$ cat config.mk
export PLATFORM = sky130hd
export DESIGN_NAME = ofmap_writer_flat
export DESIGN_NICKNAME = d
export VERILOG_FILES = /design/src/rtl/ofmap_writer_if.sv /design/src/rtl/ofmap_writer.sv /design/src/flat_wrapper.sv
export SDC_FILE = /design/constraint.sdc
export NUM_CORES = 1
export LEC_CHECK = 0
export CAP_MARGIN = 20
export CORE_ASPECT_RATIO = 1.1
export CORE_MARGIN = 2
export CORE_UTILIZATION = 40
export CTS_BUF_LIST = sky130_fd_sc_hd__clkbuf_4
export DETAILED_ROUTE_END_ITERATION = 8
export DONT_BUFFER_PORTS = 1
export GPL_TIMING_DRIVEN = 0
export REMOVE_ABC_BUFFERS = 1
export SYNTH_ARGS = -nofsm -noshare
export SYNTH_HDL_FRONTEND = slang
export SYNTH_SLANG_ARGS = --single-unit
$ cat constraint.sdc
create_clock -name clk -period 4.4 [get_ports clk]
set_clock_uncertainty 0.1 [all_clocks]
set_input_delay 0.44 -clock clk [delete_from_list [all_inputs] [get_ports clk]]
set_output_delay 0.44 -clock clk [all_outputs]
set_load 0.02 [all_outputs]
$ cat src/rtl/ofmap_writer_if.sv
// Bus between the psum drain side, the ofmap bank and layer control.
// The writer takes the slave view; the upstream / bank side takes the master view.
interface ofmap_writer_if #(
  parameter int DATA_W = 16,
  parameter int DIM_W  = 8,
  parameter int ADDR_W = 12
);
  logic [DIM_W-1:0]  M, E, F, N_PASS;
  logic              start;
  logic              psum_valid;
  logic              psum_ready;
  logic [DATA_W-1:0] psum_data;
  logic              psum_last;
  logic              rd_en;
  logic [ADDR_W-1:0] rd_addr;
  logic [DATA_W-1:0] rd_data;
  logic              wr_en;
  logic [ADDR_W-1:0] wr_addr;
  logic [DATA_W-1:0] wr_data;
  logic              busy;
  logic              done;
  logic              err;

  modport slave (
    input  M, E, F, N_PASS, start, psum_valid, psum_data, psum_last, rd_data,
    output psum_ready, rd_en, rd_addr, wr_en, wr_addr, wr_data, busy, done, err
  );

  modport master (
    output M, E, F, N_PASS, start, psum_valid, psum_data, psum_last, rd_data,
    input  psum_ready, rd_en, rd_addr, wr_en, wr_addr, wr_data, busy, done, err
  );
endinterface

$ cat src/rtl/ofmap_writer.sv
// ofmap_writer: drains the PE-array psum stream into the ofmap bank.
// Pass 0 writes psums straight through at 1 word/cycle; later passes do a
// read-modify-write (RECV -> READ -> WRITE) so the bank accumulates channel
// passes. The bank address is a running counter since the stream order
// (m, e, f with f innermost) matches the bank's filter-major row-major layout;
// the nested m/e/f counters only detect the pass end.
module ofmap_writer #(
  parameter int DATA_W = 16,
  parameter int DIM_W  = 8,
  parameter int ADDR_W = 12
) (
  input logic          clk,
  input logic          rst,
  ofmap_writer_if.slave bus
);

  localparam logic [DIM_W-1:0]  ONE_D = 1;
  localparam logic [ADDR_W-1:0] ONE_A = 1;

  typedef enum logic [2:0] {S_IDLE, S_RECV, S_READ, S_WRITE, S_DONE} state_t;

  state_t            r_state;
  logic [DIM_W-1:0]  r_m_dim, r_e_dim, r_f_dim, r_np;
  logic [DIM_W-1:0]  r_m, r_e, r_f, r_pass;
  logic [ADDR_W-1:0] r_addr;
  logic [DATA_W-1:0] r_psum;
  logic              r_zero, r_fin;
  logic              r_ready, r_rd_en, r_wr_en, r_busy, r_done, r_err;
  logic [ADDR_W-1:0] r_rd_addr, r_wr_addr;
  logic [DATA_W-1:0] r_wr_data;

  logic w_xfer, w_f_end, w_e_end, w_m_end, w_word_end, w_last_pass, w_fin;

  // r_ready is only ever high in RECV, so it fully qualifies a transfer
  assign w_xfer      = bus.psum_valid && r_ready;
  assign w_f_end     = (r_f == r_f_dim - ONE_D);
  assign w_e_end     = (r_e == r_e_dim - ONE_D);
  assign w_m_end     = (r_m == r_m_dim - ONE_D);
  assign w_word_end  = w_f_end && w_e_end && w_m_end;
  assign w_last_pass = (r_pass == r_np - ONE_D);
  assign w_fin       = w_word_end && w_last_pass;

  assign bus.psum_ready = r_ready;
  assign bus.rd_en      = r_rd_en;
  assign bus.rd_addr    = r_rd_addr;
  assign bus.wr_en      = r_wr_en;
  assign bus.wr_addr    = r_wr_addr;
  assign bus.wr_data    = r_wr_data;
  assign bus.busy       = r_busy;
  assign bus.done       = r_done;
  assign bus.err        = r_err;

  // Layer FSM with registered outputs; strobes default low each cycle
  always_ff @(posedge clk or posedge rst) begin
    if (rst) begin
      r_state   <= S_IDLE;
      r_m_dim   <= '0; r_e_dim <= '0; r_f_dim <= '0; r_np <= '0;
      r_m       <= '0; r_e <= '0; r_f <= '0; r_pass <= '0;
      r_addr    <= '0;
      r_psum    <= '0;
      r_zero    <= 1'b0;
      r_fin     <= 1'b0;
      r_ready   <= 1'b0;
      r_rd_en   <= 1'b0;
      r_wr_en   <= 1'b0;
      r_busy    <= 1'b0;
      r_done    <= 1'b0;
      r_err     <= 1'b0;
      r_rd_addr <= '0;
      r_wr_addr <= '0;
      r_wr_data <= '0;
    end else begin
      r_rd_en <= 1'b0;
      r_wr_en <= 1'b0;
      r_done  <= 1'b0;
      case (r_state)
        S_IDLE: if (bus.start) begin
          r_m_dim <= bus.M; r_e_dim <= bus.E; r_f_dim <= bus.F; r_np <= bus.N_PASS;
          r_m     <= '0; r_e <= '0; r_f <= '0; r_pass <= '0;
          r_addr  <= '0;
          r_err   <= 1'b0;
          r_busy  <= 1'b1;
          r_zero  <= (bus.M == '0) || (bus.E == '0) || (bus.F == '0) || (bus.N_PASS == '0);
          r_ready <= !((bus.M == '0) || (bus.E == '0) || (bus.F == '0) || (bus.N_PASS == '0));
          r_state <= S_RECV;
        end
        S_RECV: begin
          if (r_zero) begin
            // degenerate layer: nothing to move, finish immediately
            r_ready <= 1'b0;
            r_done  <= 1'b1;
            r_state <= S_DONE;
          end else if (w_xfer) begin
            // psum_last is only checked, never used to sequence
            if (bus.psum_last != w_word_end) r_err <= 1'b1;
            if (w_f_end) begin
              r_f <= '0;
              if (w_e_end) begin
                r_e <= '0;
                if (w_m_end) r_m <= '0;
                else         r_m <= r_m + ONE_D;
              end else r_e <= r_e + ONE_D;
            end else r_f <= r_f + ONE_D;
            r_addr    <= w_word_end ? '0 : r_addr + ONE_A;
            if (w_word_end) r_pass <= r_pass + ONE_D;
            r_wr_addr <= r_addr;
            if (r_pass == '0) begin
              r_wr_en   <= 1'b1;
              r_wr_data <= bus.psum_data;
              if (w_fin) begin
                r_ready <= 1'b0;
                r_done  <= 1'b1;
                r_state <= S_DONE;
              end
            end else begin
              r_psum    <= bus.psum_data;
              r_rd_en   <= 1'b1;
              r_rd_addr <= r_addr;
              r_fin     <= w_fin;
              r_ready   <= 1'b0;
              r_state   <= S_READ;
            end
          end
        end
        S_READ: r_state <= S_WRITE;
        // rd_data is valid this cycle; the write lands before the next read
        S_WRITE: begin
          r_wr_en   <= 1'b1;
          r_wr_data <= bus.rd_data + r_psum;
          if (r_fin) begin
            r_done  <= 1'b1;
            r_state <= S_DONE;
          end else begin
            r_ready <= 1'b1;
            r_state <= S_RECV;
          end
        end
        S_DONE: begin
          r_busy  <= 1'b0;
          r_state <= S_IDLE;
        end
        default: r_state <= S_IDLE;
      endcase
    end
  end

endmodule
$ cat src/flat_wrapper.sv
// flat-port wrapper written by rule: the top's interface ports become plain ports
module ofmap_writer_flat 
#(
  parameter int DATA_W = 16,
  parameter int DIM_W  = 8,
  parameter int ADDR_W = 12
)
  (clk, rst, bus_M, bus_E, bus_F, bus_N_PASS, bus_start, bus_psum_valid, bus_psum_data, bus_psum_last, bus_rd_data, bus_psum_ready, bus_rd_en, bus_rd_addr, bus_wr_en, bus_wr_addr, bus_wr_data, bus_busy, bus_done, bus_err);
  ofmap_writer_if #(.DATA_W(DATA_W), .DIM_W(DIM_W), .ADDR_W(ADDR_W)) bus_i ();
  input logic clk;
  input logic rst;
  input wire logic [$bits(bus_i.M)-1:0] bus_M;
  input wire logic [$bits(bus_i.E)-1:0] bus_E;
  input wire logic [$bits(bus_i.F)-1:0] bus_F;
  input wire logic [$bits(bus_i.N_PASS)-1:0] bus_N_PASS;
  input wire logic [$bits(bus_i.start)-1:0] bus_start;
  input wire logic [$bits(bus_i.psum_valid)-1:0] bus_psum_valid;
  input wire logic [$bits(bus_i.psum_data)-1:0] bus_psum_data;
  input wire logic [$bits(bus_i.psum_last)-1:0] bus_psum_last;
  input wire logic [$bits(bus_i.rd_data)-1:0] bus_rd_data;
  output wire logic [$bits(bus_i.psum_ready)-1:0] bus_psum_ready;
  output wire logic [$bits(bus_i.rd_en)-1:0] bus_rd_en;
  output wire logic [$bits(bus_i.rd_addr)-1:0] bus_rd_addr;
  output wire logic [$bits(bus_i.wr_en)-1:0] bus_wr_en;
  output wire logic [$bits(bus_i.wr_addr)-1:0] bus_wr_addr;
  output wire logic [$bits(bus_i.wr_data)-1:0] bus_wr_data;
  output wire logic [$bits(bus_i.busy)-1:0] bus_busy;
  output wire logic [$bits(bus_i.done)-1:0] bus_done;
  output wire logic [$bits(bus_i.err)-1:0] bus_err;
  assign bus_i.M = bus_M;
  assign bus_i.E = bus_E;
  assign bus_i.F = bus_F;
  assign bus_i.N_PASS = bus_N_PASS;
  assign bus_i.start = bus_start;
  assign bus_i.psum_valid = bus_psum_valid;
  assign bus_i.psum_data = bus_psum_data;
  assign bus_i.psum_last = bus_psum_last;
  assign bus_i.rd_data = bus_rd_data;
  assign bus_psum_ready = bus_i.psum_ready;
  assign bus_rd_en = bus_i.rd_en;
  assign bus_rd_addr = bus_i.rd_addr;
  assign bus_wr_en = bus_i.wr_en;
  assign bus_wr_addr = bus_i.wr_addr;
  assign bus_wr_data = bus_i.wr_data;
  assign bus_busy = bus_i.busy;
  assign bus_done = bus_i.done;
  assign bus_err = bus_i.err;
  ofmap_writer #(.DATA_W(DATA_W), .DIM_W(DIM_W), .ADDR_W(ADDR_W)) u_core (.clk(clk), .rst(rst), .bus(bus_i));
endmodule
# After elaboration in Yosys (flattened, before gate mapping)
# Cells that the tools add are included.
[classes] add_sub_neg=10 n_eq_ne=20 muxes=64 n_bitwise=2 n_reduce_logical=30
[ops] op="$mux 8" count=16
[ops] op="$pmux 8 s2" count=4
[ops] op="$mux 12" count=4
[ops] op="$mux 16" count=3
[ops] op="$logic_not 8->1" count=5
[ops] op="$add 8x1->8 const B" count=4
[ops] op="$eq 8x8->1" count=4
[ops] op="$pmux 16 s2" count=1
[ops] op="$sub 8x1->8 const B" count=4
[ops] op="$pmux 12 s2" count=1
[ops] op="$mux 1" count=23
[ops] op="$reduce_and 5->1" count=4
[ops] op="$mux 3" count=6
[ops] op="$add 16x16->16" count=1
[ops] op="$add 12x1->12 const B" count=1
[ops] op="$ne 2x1->1 const B" count=6
[ops] op="$pmux 3 s4" count=1
[ops] op="$reduce_and 4->1" count=3
[ops] op="$pmux 1 s2" count=4
[ops] op="$eq 3x2->1 const B" count=2
[ops] op="$ne 2x2->1 const B" count=3
[ops] op="$reduce_and 3->1" count=2
[ops] op="$reduce_and 6->1" count=1
[ops] op="$reduce_bool 2->1" count=3
[ops] op="other kinds (13)" count=20
[totals] reg_bits=143 out_inout_bits=46 elab_cells=148

# Longest topological paths before layout
[logic_depth] depth_word=10 mapped_depth=13 ltp_nobuf=11

# Worst setup path before layout
# No wires, ideal clock.
[synth_path] path_type="register to register" start="reg u_core.r_m_dim[0]" end="reg u_core.r_state[0]" t_arrival_ps=2737 t_required_ps=4174 setup_slack_ps=1436 path_stages_with_launch=12 path_buffers=1 synth_period_minus_slack_ps=2964 cell_sequence="dfrtp_1 > inv_1 > ha_1 > clkbuf_1 > o21ba_2 > a221oi_1 > a41oi_1 > a2111oi_4 > nand4_2 > or4_4 > a21oi_1 > nor3_1"
[synth_via] elab_chain_len=6
[synth_rtl] item="start: declaration" line_no="ofmap_writer.sv:23" text="logic [DIM_W-1:0] r_m_dim, r_e_dim, r_f_dim, r_np;"
[synth_rtl] item="start signal: assignment" line_no="ofmap_writer.sv:78" text="r_m_dim <= bus.M; r_e_dim <= bus.E; r_f_dim <= bus.F; r_np <= bus.N_PASS;"
[synth_rtl] item="$sub 8x1->8" line_no="ofmap_writer.sv:38" text="assign w_m_end = (r_m == r_m_dim - ONE_D);"
[synth_rtl] item="$eq 8x8->1" line_no="ofmap_writer.sv:38"
[synth_rtl] item="$logic_and 1x1->1" line_no="ofmap_writer.sv:39" text="assign w_word_end = w_f_end && w_e_end && w_m_end;"
[synth_rtl] item="$logic_and 1x1->1" line_no="ofmap_writer.sv:41" text="assign w_fin = w_word_end && w_last_pass;"
[synth_rtl] item="$ne 4x2->1 (no line)"
[synth_rtl] item="$reduce_and 3->1 (no line)"
[synth_rtl] item="end signal: assignment" line_no="ofmap_writer.sv:56" text="r_state <= S_IDLE;"
[synth_rtl] item="end signal: assignment" line_no="ofmap_writer.sv:85" text="r_state <= S_RECV;"
[synth_rtl] item="end signal: assignment" line_no="ofmap_writer.sv:92" text="r_state <= S_DONE;"
[synth_rtl] item="end: declaration" line_no="ofmap_writer.sv:22" text="state_t r_state;"
# Every way passes these cells.
# A chain may end at the register's enable or synchronous reset.

# Final worst setup path
[layout_path] start="reg u_core.r_m_dim[0]" end="reg u_core.r_pass[1]"
[layout_via] elab_chain_len=5
[layout_rtl] item="$sub 8x1->8" line_no="ofmap_writer.sv:38"
[layout_rtl] item="$eq 8x8->1" line_no="ofmap_writer.sv:38"
[layout_rtl] item="$logic_and 1x1->1" line_no="ofmap_writer.sv:39"
[layout_rtl] item="$ne 2x1->1 (no line)"
[layout_rtl] item="$reduce_and 5->1 (no line)"
[layout_rtl] item="end signal: assignment" line_no="ofmap_writer.sv:105" text="if (w_word_end) r_pass <= r_pass + ONE_D;"
[layout_rtl] item="end: declaration" line_no="ofmap_writer.sv:24" text="logic [DIM_W-1:0] r_m, r_e, r_f, r_pass;"
# Every way passes these cells.

==> results.cfg <==
[worst_setup_path]
path_cells = inv_1, ha_1, o21ba_2, a221oi_1, a41oi_1, a2111oi_4, nand4_2, a21oi_2, o21ai_0
crit_buf_inv = 1
crit_family = compound AO/OA/AOI/OAI gates
cp_data_arrival_time_ns = 3.84
path_class = flop to flop
end_kind = flop
ff2ff_setup_slack_ns = 0.87
startpoint_type = flop
critical_path.max_fanout = 19
worstPathRequired_ns = 4.71
slowest_stage = a21oi_2
slowest_delay_ns = 0.82

[sta]
maxSlewHeadroom_pct = 33.56
fin_crit_sh_pct = 80.32
grt_setup_unrepaired = false
worst_pin_slew_ns = 0.9965
setup_viol = 0
max_freq_mhz = 283.0
fin_crit_ns = 3.534
drv_slew = 0
hold_violations = 0

[routing]
routed_wl_mm = 18.17
wl_per_cell_um = 16.72
via_per_inst = 5.433
ant_nets = 0
drtPass1Iterations = 4
drc = 0
drt_iter0_markers = 378
dr_total_vias = 5906

[clock_network]
tritoncts = built
cts_root_buf = clkbuf_4
cts_buffers = 17
cts_sinks = 143
clock_path_buffers = 2
clk_latency_ns = 0.56
ctsResizeCount = 0
cts_max_level = 4
clk_pin_slew_ns = 0.13
postCtsSetupRepairBufs = 0
cts_hold_buf = 53

[floorplanning]
initial_core_util_pct = 40.98
fp.dieW_um = 137.8
io_pins = 115
die_y_um = 151.2
core_area_mm2 = 0.01923
core.rowCount = 53
die_area_mm2 = 0.02084

[layout]
finish.utilization_pct = 46.43
area_delta_synth_final_pct = 13.32
fin_nets = 922
final_cell_mix = dfrtp_1 (143), nand2_1 (71), mux2_2 (63)
drive_gt1_share_pct = 13.83
final_common_cell = dfrtp_1

[synth]
synth_edf_count = 0
async_flop_share_pct = 100.0
syn_inst = 787
syn_area_mm2 = 0.007880
synth.avg_cell_area_um2 = 10.01
ys_warn_count = 0
yosysSeqAreaShare_pct = 45.41
synth_seq_cells = 143
synth.distinct_cells = 56
synthFlopType = dfrtp_1

[grt]
grt_antenna_before_repair = 1
grt_max_degree = 78
grt_pass1_wl_mm = 29.87
grtUsageTotal_pct = 18.50
grt_pass1_vias = 5883
grt-ovfl-total = 0

[pwr]
ir_drop_v = 0.0003031
leakage_nw = 3.891
p_per_area_mw_per_mm2 = 612.7
p_total_mw = 5.471

[place]
io_buffer_count = 0
place.gp.congestion = 0.7892
hpwl_mm = 12.40

[job]
maxCapViolCount = 0

[status]
status = completed

[min_path]
hold_class = primary input to flop
[cell usage after synthesis, drive strengths merged, types with 7 or more instances]
master,count,area share [%]
a21oi,38,2.5
buf,9,0.49
nand4,16,1.3
inv,21,1.0
and3,13,1.0
xnor2,33,3.7
xor2,44,4.9
clkbuf,27,1.3
nor3,21,1.3
nor2,61,2.9
o21bai,7,0.67
ha,25,4.0
o21ai,53,3.4
nor2b,9,0.71
dfrtp,143,45
nand2,72,3.4
mux2,63,9.0
nand3,25,1.6
o31ai,9,0.86
nor4,17,1.7
[where the power goes]
part / internal (mW) / switching (mW) / leakage [nW]
clock: 0.332 / 0.512 / 0.134
sequential: 1.72 / 0.600 / 1.84
combinational: 1.07 / 1.23 / 1.92
total: 3.13 / 2.35 / 3.89
[final cells by class]
class,count,area (um^2)
Tap cell,247,309.0
Antenna cell,1,2.502
Clock inverter,14,142.6
Inverter,21,83.83
Multi-Input combinational cell,587,4089
Clock buffer,17,127.6
Timing Repair Buffer,57,596.8
Fill cell,1879,10300
Sequential cell,143,3578
[worst paths after layout]
| kind | from | endpoint | cells after the start |
|---|---|---|---|
| worst max-delay path | u_core.r_m_dim[0] | u_core.r_pass[1] | 9 |
| worst min-delay path | bus_start | u_core.bus.psum_ready | 4 |
| worst max register to register | u_core.r_m_dim[0] | u_core.r_pass[1] | 9 |
| worst min register to register | u_core.r_psum[6] | u_core.r_psum[6] | 1 |
| max in group asynchronous | rst | u_core.r_m[7] | 3 |
| min in group asynchronous | rst | u_core.bus.wr_data[1] | 2 |
[tightest hold or removal path, stage by stage]
cell     delay, ns
a22oi_1       0.04
nor2_1        0.10
nor2_1        0.05
nor2_1        0.09
[metrics by stage]
| stage | setup slack [ns] | TNS [ns] | cells | hold slack [ns] | instance area (um^2) |
|---|---|---|---|---|---|
| global placement | -1.779 | -255.51 | 998 | 0.3919 | 8046 |
| CTS | 0.8643 | 0 | 1085 | 0.04859 | 8920 |
| global route | 0.5779 | 0 | 1087 | 0.09877 | 8930 |
| floorplan | 0.02207 | 0 | 751 | 0.3691 | 7737 |
| detailed placement | 0.9044 | 0 | 1001 | 0.3424 | 8119 |
| finish | 0.8661 | 0 | 1087 | 0.1000 | 8930 |
[sequential cells by signal, indices dropped and copies added, names as in the netlist, 3 cells and up]
| name | count |
|---|---|
| u_core.r_state | 3 |
| u_core.r_f | 8 |
| u_core.r_psum | 16 |
| u_core.r_m_dim | 8 |
| u_core.r_addr | 12 |
| u_core.r_f_dim | 8 |
| u_core.r_e_dim | 8 |
| u_core.r_pass | 8 |
| u_core.r_e | 8 |
| u_core.bus.wr_data | 16 |
| u_core.r_np | 8 |
| u_core.r_m | 8 |
| u_core.bus.wr_addr | 12 |
| u_core.bus.rd_addr | 12 |
[routing by layer]
| metal | routed length, um | GRT usage (%) | vias up |
|---|---|---|---|
| li1 | - | - | 2890 |
| met1 | 8376 | 24.31 | 2875 |
| met2 | 8628 | 29.78 | 108 |
| met3 | 735 | 3.949 | 33 |
| met4 | 433 | 7.347 | 0 |
| met5 | 0 | 0 | - |
[cell families after synthesis]
family,after synthesis,synth area share [%]
DFF,143,45.41
AOI/OAI and AO/OA,156,12.86
and+or+nand+nor,260,16.50
xor gates and xnor gates,77,8.558
adders and majority gates,26,4.224
muxes,68,9.638
buffers and inverters,57,2.811
No activity file was read; power rests on OpenSTA's default activity.
